===== src/rtl/ds1307_pkg.sv =====
// Shared constants for the DS1307-compatible I2C target: address, register map,
// FSM state encodings and the BCD increment helper.
package ds1307_pkg;

    localparam logic [6:0] DEV_ADDR_DEF = 7'b1101000;

    localparam int REG_SEC  = 0;
    localparam int REG_MIN  = 1;
    localparam int REG_HR   = 2;
    localparam int REG_CTRL = 7;

    localparam int CH_BIT = 7;

    localparam logic [7:0] RESET_SEC = 8'h80;

    localparam logic [2:0] ST_IDLE     = 3'd0;
    localparam logic [2:0] ST_ADDR     = 3'd1;
    localparam logic [2:0] ST_ADDR_ACK = 3'd2;
    localparam logic [2:0] ST_WR_PTR   = 3'd3;
    localparam logic [2:0] ST_WR_DATA  = 3'd4;
    localparam logic [2:0] ST_RD_DATA  = 3'd5;
    localparam logic [2:0] ST_RD_ACK   = 3'd6;
    localparam logic [2:0] ST_IGNORE   = 3'd7;

    // Invalid digits are not trapped; they simply follow the nibble rule.
    function automatic logic [7:0] bcd_inc(input logic [7:0] v);
        logic [7:0] r;
        if (v[3:0] == 4'd9) begin
            r = {v[7:4] + 4'd1, 4'd0};
        end else begin
            r = {v[7:4], v[3:0] + 4'd1};
        end
        return r;
    endfunction

endpackage


===== src/rtl/i2c_line_sync.sv =====
// Two-flop synchronizers on raw SCL/SDA plus edge and START/STOP detection
// on the synchronized values.
module i2c_line_sync (
    input  logic clk,
    input  logic reset,
    input  logic scl_i,
    input  logic sda_i,
    output logic scl_o,
    output logic sda_o,
    output logic scl_rise_o,
    output logic scl_fall_o,
    output logic start_det_o,
    output logic stop_det_o
);

    logic [1:0] scl_ff_q;
    logic [1:0] sda_ff_q;
    logic       scl_prev_q;
    logic       sda_prev_q;

    // Idle bus is high, so flops come out of reset as 1 to avoid false edges.
    always_ff @(posedge clk or negedge reset) begin
        if (!reset) begin
            scl_ff_q   <= 2'b11;
            sda_ff_q   <= 2'b11;
            scl_prev_q <= 1'b1;
            sda_prev_q <= 1'b1;
        end else begin
            scl_ff_q   <= {scl_ff_q[0], scl_i};
            sda_ff_q   <= {sda_ff_q[0], sda_i};
            scl_prev_q <= scl_ff_q[1];
            sda_prev_q <= sda_ff_q[1];
        end
    end

    assign scl_o       = scl_ff_q[1];
    assign sda_o       = sda_ff_q[1];
    assign scl_rise_o  = scl_ff_q[1] & ~scl_prev_q;
    assign scl_fall_o  = ~scl_ff_q[1] & scl_prev_q;
    assign start_det_o = scl_ff_q[1] & scl_prev_q & sda_prev_q & ~sda_ff_q[1];
    assign stop_det_o  = scl_ff_q[1] & scl_prev_q & ~sda_prev_q & sda_ff_q[1];

endmodule


===== src/rtl/ds1307_target.sv =====
// I2C target emulating the DS1307 register set: protocol FSM, live register
// file with BCD timekeeping, and a shadow bank captured at every START.
//
// state       | meaning
// ST_IDLE     | waiting for START
// ST_ADDR     | shifting in address + R/W
// ST_ADDR_ACK | driving address ACK for one SCL period
// ST_WR_PTR   | receiving register pointer byte, then ACK
// ST_WR_DATA  | receiving data bytes into reg[ptr], ACK each
// ST_RD_DATA  | driving shadow[ptr] MSB first
// ST_RD_ACK   | sampling master ACK/NACK
// ST_IGNORE   | bus released until STOP/START
module ds1307_target
    import ds1307_pkg::*;
#(
    parameter logic [6:0] DEV_ADDR = DEV_ADDR_DEF,
    parameter int          NUM_REGS = 8
) (
    input  logic       clk,
    input  logic       reset,
    input  logic       scl_in,
    input  logic       sda_in,
    output logic       sda_oe,
    input  logic       tick_1hz,
    output logic       busy,
    output logic [7:0] time_sec,
    output logic [7:0] time_min,
    output logic [7:0] time_hr
);

    localparam int PW = $clog2(NUM_REGS);

    logic scl_s, sda_s, scl_rise, scl_fall, start_det, stop_det;

    i2c_line_sync u_sync (
        .clk         (clk),
        .reset       (reset),
        .scl_i       (scl_in),
        .sda_i       (sda_in),
        .scl_o       (scl_s),
        .sda_o       (sda_s),
        .scl_rise_o  (scl_rise),
        .scl_fall_o  (scl_fall),
        .start_det_o (start_det),
        .stop_det_o  (stop_det)
    );

    logic [2:0]    state_q, state_d;
    logic [3:0]    bit_cnt_q, bit_cnt_d;
    logic [7:0]    shift_q, shift_d;
    logic [7:0]    tx_q, tx_d;
    logic [PW-1:0] ptr_q, ptr_d;
    logic          ack_q, ack_d;
    logic          rw_q, rw_d;
    logic          mack_q, mack_d;
    logic          sda_oe_q, sda_oe_d;

    logic [7:0] regs_q   [NUM_REGS];
    logic [7:0] regs_d   [NUM_REGS];
    logic [7:0] shadow_q [NUM_REGS];

    logic          wr_en;
    logic          snap;
    logic [7:0]    rx_byte;
    logic [PW-1:0] ptr_inc;

    assign rx_byte = {shift_q[6:0], sda_s};
    assign ptr_inc = (ptr_q == PW'(NUM_REGS - 1)) ? '0 : ptr_q + 1'b1;

    always_comb begin
        state_d   = state_q;
        bit_cnt_d = bit_cnt_q;
        shift_d   = shift_q;
        tx_d      = tx_q;
        ptr_d     = ptr_q;
        ack_d     = ack_q;
        rw_d      = rw_q;
        mack_d    = mack_q;
        sda_oe_d  = sda_oe_q;
        wr_en     = 1'b0;
        snap      = 1'b0;

        if (stop_det) begin
            state_d  = ST_IDLE;
            sda_oe_d = 1'b0;
            ack_d    = 1'b0;
            mack_d   = 1'b0;
        end else if (start_det) begin
            state_d   = ST_ADDR;
            bit_cnt_d = '0;
            sda_oe_d  = 1'b0;
            ack_d     = 1'b0;
            mack_d    = 1'b0;
            snap      = 1'b1;
        end else begin
            case (state_q)
                ST_ADDR: begin
                    if (scl_rise) begin
                        shift_d   = rx_byte;
                        bit_cnt_d = bit_cnt_q + 4'd1;
                        if (bit_cnt_q == 4'd7) begin
                            if (rx_byte[7:1] == DEV_ADDR) begin
                                state_d = ST_ADDR_ACK;
                                rw_d    = rx_byte[0];
                            end else begin
                                state_d = ST_IGNORE;
                            end
                        end
                    end
                end

                ST_ADDR_ACK: begin
                    if (scl_fall) begin
                        if (!ack_q) begin
                            sda_oe_d = 1'b1;
                            ack_d    = 1'b1;
                        end else begin
                            ack_d     = 1'b0;
                            bit_cnt_d = '0;
                            if (rw_q) begin
                                state_d  = ST_RD_DATA;
                                tx_d     = shadow_q[ptr_q];
                                sda_oe_d = ~shadow_q[ptr_q][7];
                            end else begin
                                state_d  = ST_WR_PTR;
                                sda_oe_d = 1'b0;
                            end
                        end
                    end
                end

                // bit_cnt == 8 marks the ACK slot; the 9th SCL rise is not data.
                ST_WR_PTR, ST_WR_DATA: begin
                    if (bit_cnt_q != 4'd8) begin
                        if (scl_rise) begin
                            shift_d   = rx_byte;
                            bit_cnt_d = bit_cnt_q + 4'd1;
                            if (bit_cnt_q == 4'd7) begin
                                if (state_q == ST_WR_PTR) begin
                                    ptr_d = PW'(rx_byte % NUM_REGS);
                                end else begin
                                    wr_en = 1'b1;
                                    ptr_d = ptr_inc;
                                end
                            end
                        end
                    end else if (scl_fall) begin
                        if (!ack_q) begin
                            sda_oe_d = 1'b1;
                            ack_d    = 1'b1;
                        end else begin
                            sda_oe_d  = 1'b0;
                            ack_d     = 1'b0;
                            bit_cnt_d = '0;
                            state_d   = ST_WR_DATA;
                        end
                    end
                end

                ST_RD_DATA: begin
                    if (scl_rise && bit_cnt_q != 4'd8) begin
                        bit_cnt_d = bit_cnt_q + 4'd1;
                        if (bit_cnt_q == 4'd7) begin
                            ptr_d = ptr_inc;
                        end
                    end else if (scl_fall) begin
                        if (bit_cnt_q == 4'd8) begin
                            sda_oe_d = 1'b0;
                            mack_d   = 1'b0;
                            state_d  = ST_RD_ACK;
                        end else begin
                            sda_oe_d = ~tx_q[6];
                            tx_d     = {tx_q[6:0], 1'b0};
                        end
                    end
                end

                ST_RD_ACK: begin
                    if (scl_rise) begin
                        if (sda_s) begin
                            state_d = ST_IGNORE;
                        end else begin
                            mack_d = 1'b1;
                        end
                    end else if (scl_fall && mack_q) begin
                        mack_d    = 1'b0;
                        bit_cnt_d = '0;
                        state_d   = ST_RD_DATA;
                        tx_d      = shadow_q[ptr_q];
                        sda_oe_d  = ~shadow_q[ptr_q][7];
                    end
                end

                ST_IGNORE: begin
                    sda_oe_d = 1'b0;
                end

                default: begin
                    sda_oe_d = 1'b0;
                end
            endcase
        end
    end

    logic       tick_en;
    logic       sec_wrap, min_wrap;
    logic [7:0] sec_inc, min_inc, hr_inc;

    assign tick_en  = tick_1hz & ~regs_q[REG_SEC][CH_BIT];
    assign sec_wrap = (regs_q[REG_SEC] == 8'h59);
    assign min_wrap = (regs_q[REG_MIN] == 8'h59);
    assign sec_inc  = bcd_inc(regs_q[REG_SEC]);
    assign min_inc  = bcd_inc(regs_q[REG_MIN]);
    assign hr_inc   = bcd_inc({2'b00, regs_q[REG_HR][5:0]});

    // An I2C write to a register overrides that register's tick update.
    always_comb begin
        regs_d = regs_q;
        if (tick_en) begin
            regs_d[REG_SEC] = sec_wrap ? 8'h00 : sec_inc;
            if (sec_wrap) begin
                regs_d[REG_MIN] = min_wrap ? 8'h00 : min_inc;
                if (min_wrap) begin
                    regs_d[REG_HR] = {regs_q[REG_HR][7:6],
                                      (regs_q[REG_HR][5:0] == 6'h23) ? 6'h00 : hr_inc[5:0]};
                end
            end
        end
        if (wr_en) begin
            regs_d[ptr_q] = rx_byte;
        end
    end

    always_ff @(posedge clk or negedge reset) begin
        if (!reset) begin
            state_q   <= ST_IDLE;
            bit_cnt_q <= '0;
            shift_q   <= '0;
            tx_q      <= '0;
            ptr_q     <= '0;
            ack_q     <= 1'b0;
            rw_q      <= 1'b0;
            mack_q    <= 1'b0;
            sda_oe_q  <= 1'b0;
            for (int i = 0; i < NUM_REGS; i++) begin
                regs_q[i]   <= (i == REG_SEC) ? RESET_SEC : 8'h00;
                shadow_q[i] <= (i == REG_SEC) ? RESET_SEC : 8'h00;
            end
        end else begin
            state_q   <= state_d;
            bit_cnt_q <= bit_cnt_d;
            shift_q   <= shift_d;
            tx_q      <= tx_d;
            ptr_q     <= ptr_d;
            ack_q     <= ack_d;
            rw_q      <= rw_d;
            mack_q    <= mack_d;
            sda_oe_q  <= sda_oe_d;
            regs_q    <= regs_d;
            if (snap) begin
                shadow_q <= regs_q;
            end
        end
    end

    assign sda_oe   = sda_oe_q;
    assign busy     = (state_q != ST_IDLE);
    assign time_sec = regs_q[REG_SEC];
    assign time_min = regs_q[REG_MIN];
    assign time_hr  = regs_q[REG_HR];

endmodule


===== config.mk =====
export PLATFORM = sky130hd
export DESIGN_NAME = ds1307_target
export DESIGN_NICKNAME = d
export VERILOG_FILES = /design/src/rtl/ds1307_pkg.sv /design/src/rtl/i2c_line_sync.sv /design/src/rtl/ds1307_target.sv
export SDC_FILE = /design/constraint.sdc
export NUM_CORES = 1
export LEC_CHECK = 0
export ABC_AREA = 0
export CAP_MARGIN = 20
export CORE_MARGIN = 1.5
export CORE_UTILIZATION = 61
export DETAILED_ROUTE_END_ITERATION = 16
export GPL_ROUTABILITY_DRIVEN = 1
export PLACE_DENSITY_LB_ADDON = 0.1
export SLEW_MARGIN = 20
export SYNTH_ARGS = -nofsm -noshare
export SYNTH_HDL_FRONTEND = slang
export SYNTH_SLANG_ARGS = --single-unit

===== constraint.sdc =====
create_clock -name clk -period 2.2 [get_ports clk]
set_input_delay 0.44 -clock clk [delete_from_list [all_inputs] [get_ports clk]]
set_output_delay 0.44 -clock clk [all_outputs]
set_load 0.005 [all_outputs]

## Word level (Yosys, flattened, before mapping)

Cells that the tools add are included.

- Input port bits: 5
- Output and inout bits: 26
- Register bits after elaboration: 163

- Add/subtract/negate cells: 8
- Reductions and logical operators: 21
- Bitwise operators: 18
- Equal/unequal tests: 49
- $lt $le $gt $ge: 2
- Multiplexer cells: 100

Operators with widths:

| operator | number |
|---|---|
| $mux 3 | 24 |
| $mux 8 | 9 |
| $bwmux 64 | 1 |
| $mux 64 | 1 |
| $mux 7 | 8 |
| $ne 4x4->1 const B | 13 |
| $mux 1 | 34 |
| $mux 4 | 8 |
| $ne 2x2->1 const B | 13 |
| $add 4x1->4 const B | 6 |
| $bmux 8 s3 | 1 |
| $demux 8 s3 | 1 |
| $mux 24 | 1 |
| $pmux 7 s3 | 1 |
| $pmux 4 s5 | 1 |
| $mux 6 | 3 |
| $eq 4x4->1 const B | 4 |
| $eq 8x7->1 const B | 2 |
| $mux 16 | 1 |
| $pmux 8 s2 | 1 |
| $reduce_and 8->1 | 2 |
| $pmux 3 s5 | 1 |
| $reduce_and 13->1 | 1 |
| $eq 3x3->1 const B | 4 |
| 30 further kinds | 57 |

## Longest topological paths before layout

- Depth in word-level cells: 11
- Gate-level depth with buffers: 8
- Gate-level depth less buffers: 7

## Cells and area by module

From an unflattened synthesis, not the netlist that was laid out.

- Cells, all modules: 719
- Area total of the unflattened synthesis: 8380.5 um2

By module, submodules not included:

| module | sequential area each (um2) | area an instance (um2) | cells an instance | instances |
|---|---|---|---|---|
| ds1307_target | 3906.2 | 8190.4 | 709 | 1 |
| i2c_line_sync | 157.7 | 190.2 | 10 | 1 |

## Least setup slack after synthesis

OpenSTA, ideal clock, no wires.

- Path type: register to register
- From: register bit_cnt_q[0]
- To: register state_q[0]
- Slack: 0.233 ns
- Stages on the path, launching flop included: 7
- Library setup time: 0.125 ns
- Clock period less this slack: 1.967 ns
- Arrival time: 1.843 ns
- Cell sequence: dfrtp_1 > ha_1 > and4bb_4 > and2_4 > o221a_2 > o221ai_1 > mux2_2

- Longest elaborated chain between the ends: 4

RTL lines:

| element | RTL line | source |
|---|---|---|
| from (decl) | ds1307_target.sv:49 | `logic [3:0] bit_cnt_q, bit_cnt_d;` |
| from (signal assigned) | ds1307_target.sv:251 | `bit_cnt_q <= bit_cnt_d;` |
| $ne 4x4->1 | ds1307_target.sv:134, ds1307_target.sv:161 |  |
| $logic_and 1x1->1 | ds1307_target.sv:161 | `if (scl_rise && bit_cnt_q != 4'd8) begin` |
| $ne 4x4->1 (no line) | n/a |  |
| $reduce_and 13->1 (no line) (*) | n/a |  |
| to (signal assigned) | ds1307_target.sv:250 | `state_q <= state_d;` |
| to (decl) | ds1307_target.sv:48 | `logic [2:0] state_q, state_d;` |

Mark *: on every way between the ends. The rest lies on a longest branch, timed or not.
A chain may end at the register's enable or synchronous reset.

## Worst setup path after layout

Same ends and word-level chain as after synthesis.

==> impl_metrics.toml <==
[run_status]
status = "finished, final reports clean"

[worst_hold_path]
hold_class = "flip-flop to flip-flop"

[yosys]
synth-edff-count = 0
synth_compound_area_share_pct = 10.1
synthAdderAreaFrac_pct = 2.26
synth_top_family_by_area = "simple AND/OR/NAND/NOR gates"
synth_area_sq_um = 8310
ys_seq_area_share_pct = 48.9
synth_xor_area_share_pct = 0.633
synth_cell_types = 78
yosys_warnings = 0
synthFlopType = "dfrtp_1"
ys_seq_elements = 162
yosysTopAreaCellShare_pct = 46.4
synth_area_leaders = "dfrtp_1, nand2_1, mux2_2"
synth_top_cell_by_area = "dfrtp_1"
synthTopCellsByCount = "nand2_1, dfrtp_1, mux2_2"
yosysMostFrequentCell = "nand2_1"
netlist_instances = 831
yosys-mux-area-fraction_pct = 12.4
synth_nets = 851
synthSimpleGateAreaFrac_pct = 19.6
synth-async-reset-ratio_pct = 100
synth.avg_cell_area_sq_um = 10.0

[clock_tree]
cts_buffer_depth = 2
cts.clk_slew.worst_paths_ns = 0.07
cts-root-buf = "clkbuf_16"
cts_buffers = 17
htreeDepth = 4
cts_tree = "done"
clkLatencyLatePin_ns = 0.43
cts.sinks = 162

[power_and_ir_drop]
peakVddDrop_mv = 0.695
p_leak_nw = 4.52
power_density_nw_per_um2 = 987
total_power_mw = 9.41

[timing]
setup_viol = 0
fin_crit_ns = 2.14
period_share_pct = 97.2
worstMarginPinSlew_ns = 0.740
hold_viol_final = 0
rsz0062_at_grt = "true"
fin_skew_ns = 0.0120
fmax_ghz = 0.468
hold_slack_ns = 0.362
finalMaxSlewViolations = 0
timing.slew.headroom_pct = 50.7

[route]
drc_errors = 0
num_vias = 6367
viasPerCell = 6.02
drt-initial-drc-count = 622
wl_um = 21100
drt-pass1-iter-count = 6
ant_nets = 0
wl_per_cell_um = 19.9

[die]
rows = 42
die_height_um = 120
dieArea_sq_um = 14300
io_pins = 31
start_util_pct = 62.7
die-width_um = 120
core_sq_um = 13200

[placed_design]
dp.cells = 1020
hpwlAfterDp_um = 14300
place_area_sq_um = 8870
portBuffers = 30
place_congestion = 0.941

[global_routing]
grt_pass1_vias = 6257
grt_max_degree = 58
grt_overflow_total = 0
antenna_found_initial = 0
grt_pass1_wl_um = 33800
grt_usage_pct = 31.2

[final_layout]
fin_area_sq_um = 9540
num-fill-cells = 960
area_growth_pct = 14.8
diodes = 0
layout-drive-gt1-share_pct = 22.5
fin_cells = 1057
fin_nets = 888
utilization_pct = 72.0

[worst_setup_path]
crit_required_ns = 2.50
critical_path.max_fanout = 5
critPathCaptureType = "flip-flop"
arrival_ns = 2.44
cp-start-kind = "flip-flop"
criticalPathCategory = "flip-flop to flip-flop"

[run]
maxCapViolCount = 0
## registers in the layout (all words and copies together) (netlist names), 2 cells and up
register,count
time_sec,8
time_min,8
time_hr,8
ptr_q,3
shift_q,7
state_q,3
u_sync.scl_ff_q,2
tx_q,7
u_sync.sda_ff_q,2
bit_cnt_q,4
regs_q,40
shadow_q,64
## layer usage
| metal | GRT usage [%] | share of wire, % |
|---|---|---|
| met5 | 0 | 0 |
| met3 | 7.51 | 7.1 |
| met4 | 10.0 | 2.1 |
| met1 | 44.2 | 44 |
| met2 | 47.8 | 47 |
## area by class of cell
class                      instances  area [sq um]  area share, %
multi-input combinational        574          3770           39.5
clock inverter                    14           148           1.55
clock buffer                      18           439           4.61
sequential                       162          4070           42.7
inverter                          24          90.1          0.945
timing repair buffer              89           803           8.42
tap                              176           220           2.31
## what timing repair did
item	4_1_cts	5_1_grt
endpoints found under the setup margin	1	18
resized for setup	3	7
pin swaps	0	1
hold buffers	1	0
setup buffers	2	2
hold endpoints to repair	43	0
cloned	0	0
## through the flow
stage / setup slack [ns] / TNS [ns]
after floorplan: 0.233 / 0
after global placement: 0.101 / 0
after detailed placement: 0.0503 / 0
after CTS: 0.00593 / 0
after global routing: -0.0109 / -0.0285
final: 0.0618 / 0
## where the power goes
group	switching [mW]	total, mW	leakage (nW)	internal, mW
sequential	0.317	3.63	2.04	3.31
combinational	1.59	2.85	2.19	1.26
clock	1.31	2.93	0.288	1.63
## kinds of logic (layout without fill, tap and decap cells)
| group | count (synthesis) | count (layout) |
|---|---|---|
| simple gates | 346 | 346 |
| flops | 162 | 162 |
| compound gates | 129 | 129 |
| buf+inv | 95 | 145 |
| mux | 78 | 78 |
| fa+ha+maj | 15 | 15 |
| xor+xnor | 6 | 6 |
## worst paths after layout
path,slack [ns],from,endpoint,cells past startpoint
worst max-delay path,0.06,bit_cnt_q[0],state_q[0],6
worst min-delay path,0.36,u_sync.scl_ff_q[0],u_sync.scl_ff_q[1],0
worst max register to register,0.06,bit_cnt_q[0],state_q[0],6
worst min register to register,0.36,u_sync.scl_ff_q[0],u_sync.scl_ff_q[1],0
max in group asynchronous,0.95,reset,u_sync.scl_prev_q,3
min in group asynchronous,0.51,reset,time_sec[3],2
## layout by cell type, fill, tap and decap left out, drive strengths merged, types with 4 or more instances in the layout
master         instances
mux4                  15
clkdlybuf4s50         28
nor2                  46
buf                   59
nand2b                11
nand4                  6
nor2b                  7
o21ai                 26
o211ai                 5
a22oi                  4
o31ai                  6
xnor2                  4
ha                    15
nor3                  12
mux2i                 11
inv                   28
dfstp                  8
o22ai                  6
clkinv                 8
nand3b                 8
a31oi                 10
mux2                  52
dfrtp                154
nand2                220
a21oi                 44
nand3                  9
clkbuf                18
## worst max-delay path, cell delays in order, from the launching register on
cell and delay, ns:
dfrtp_1 0.42, ha_1 0.25, and4bb_4 0.24, and2_4 0.19
o221a_2 0.29, o221ai_1 0.25, mux2_2 0.38
No activity file was read; power rests on OpenSTA's default activity.
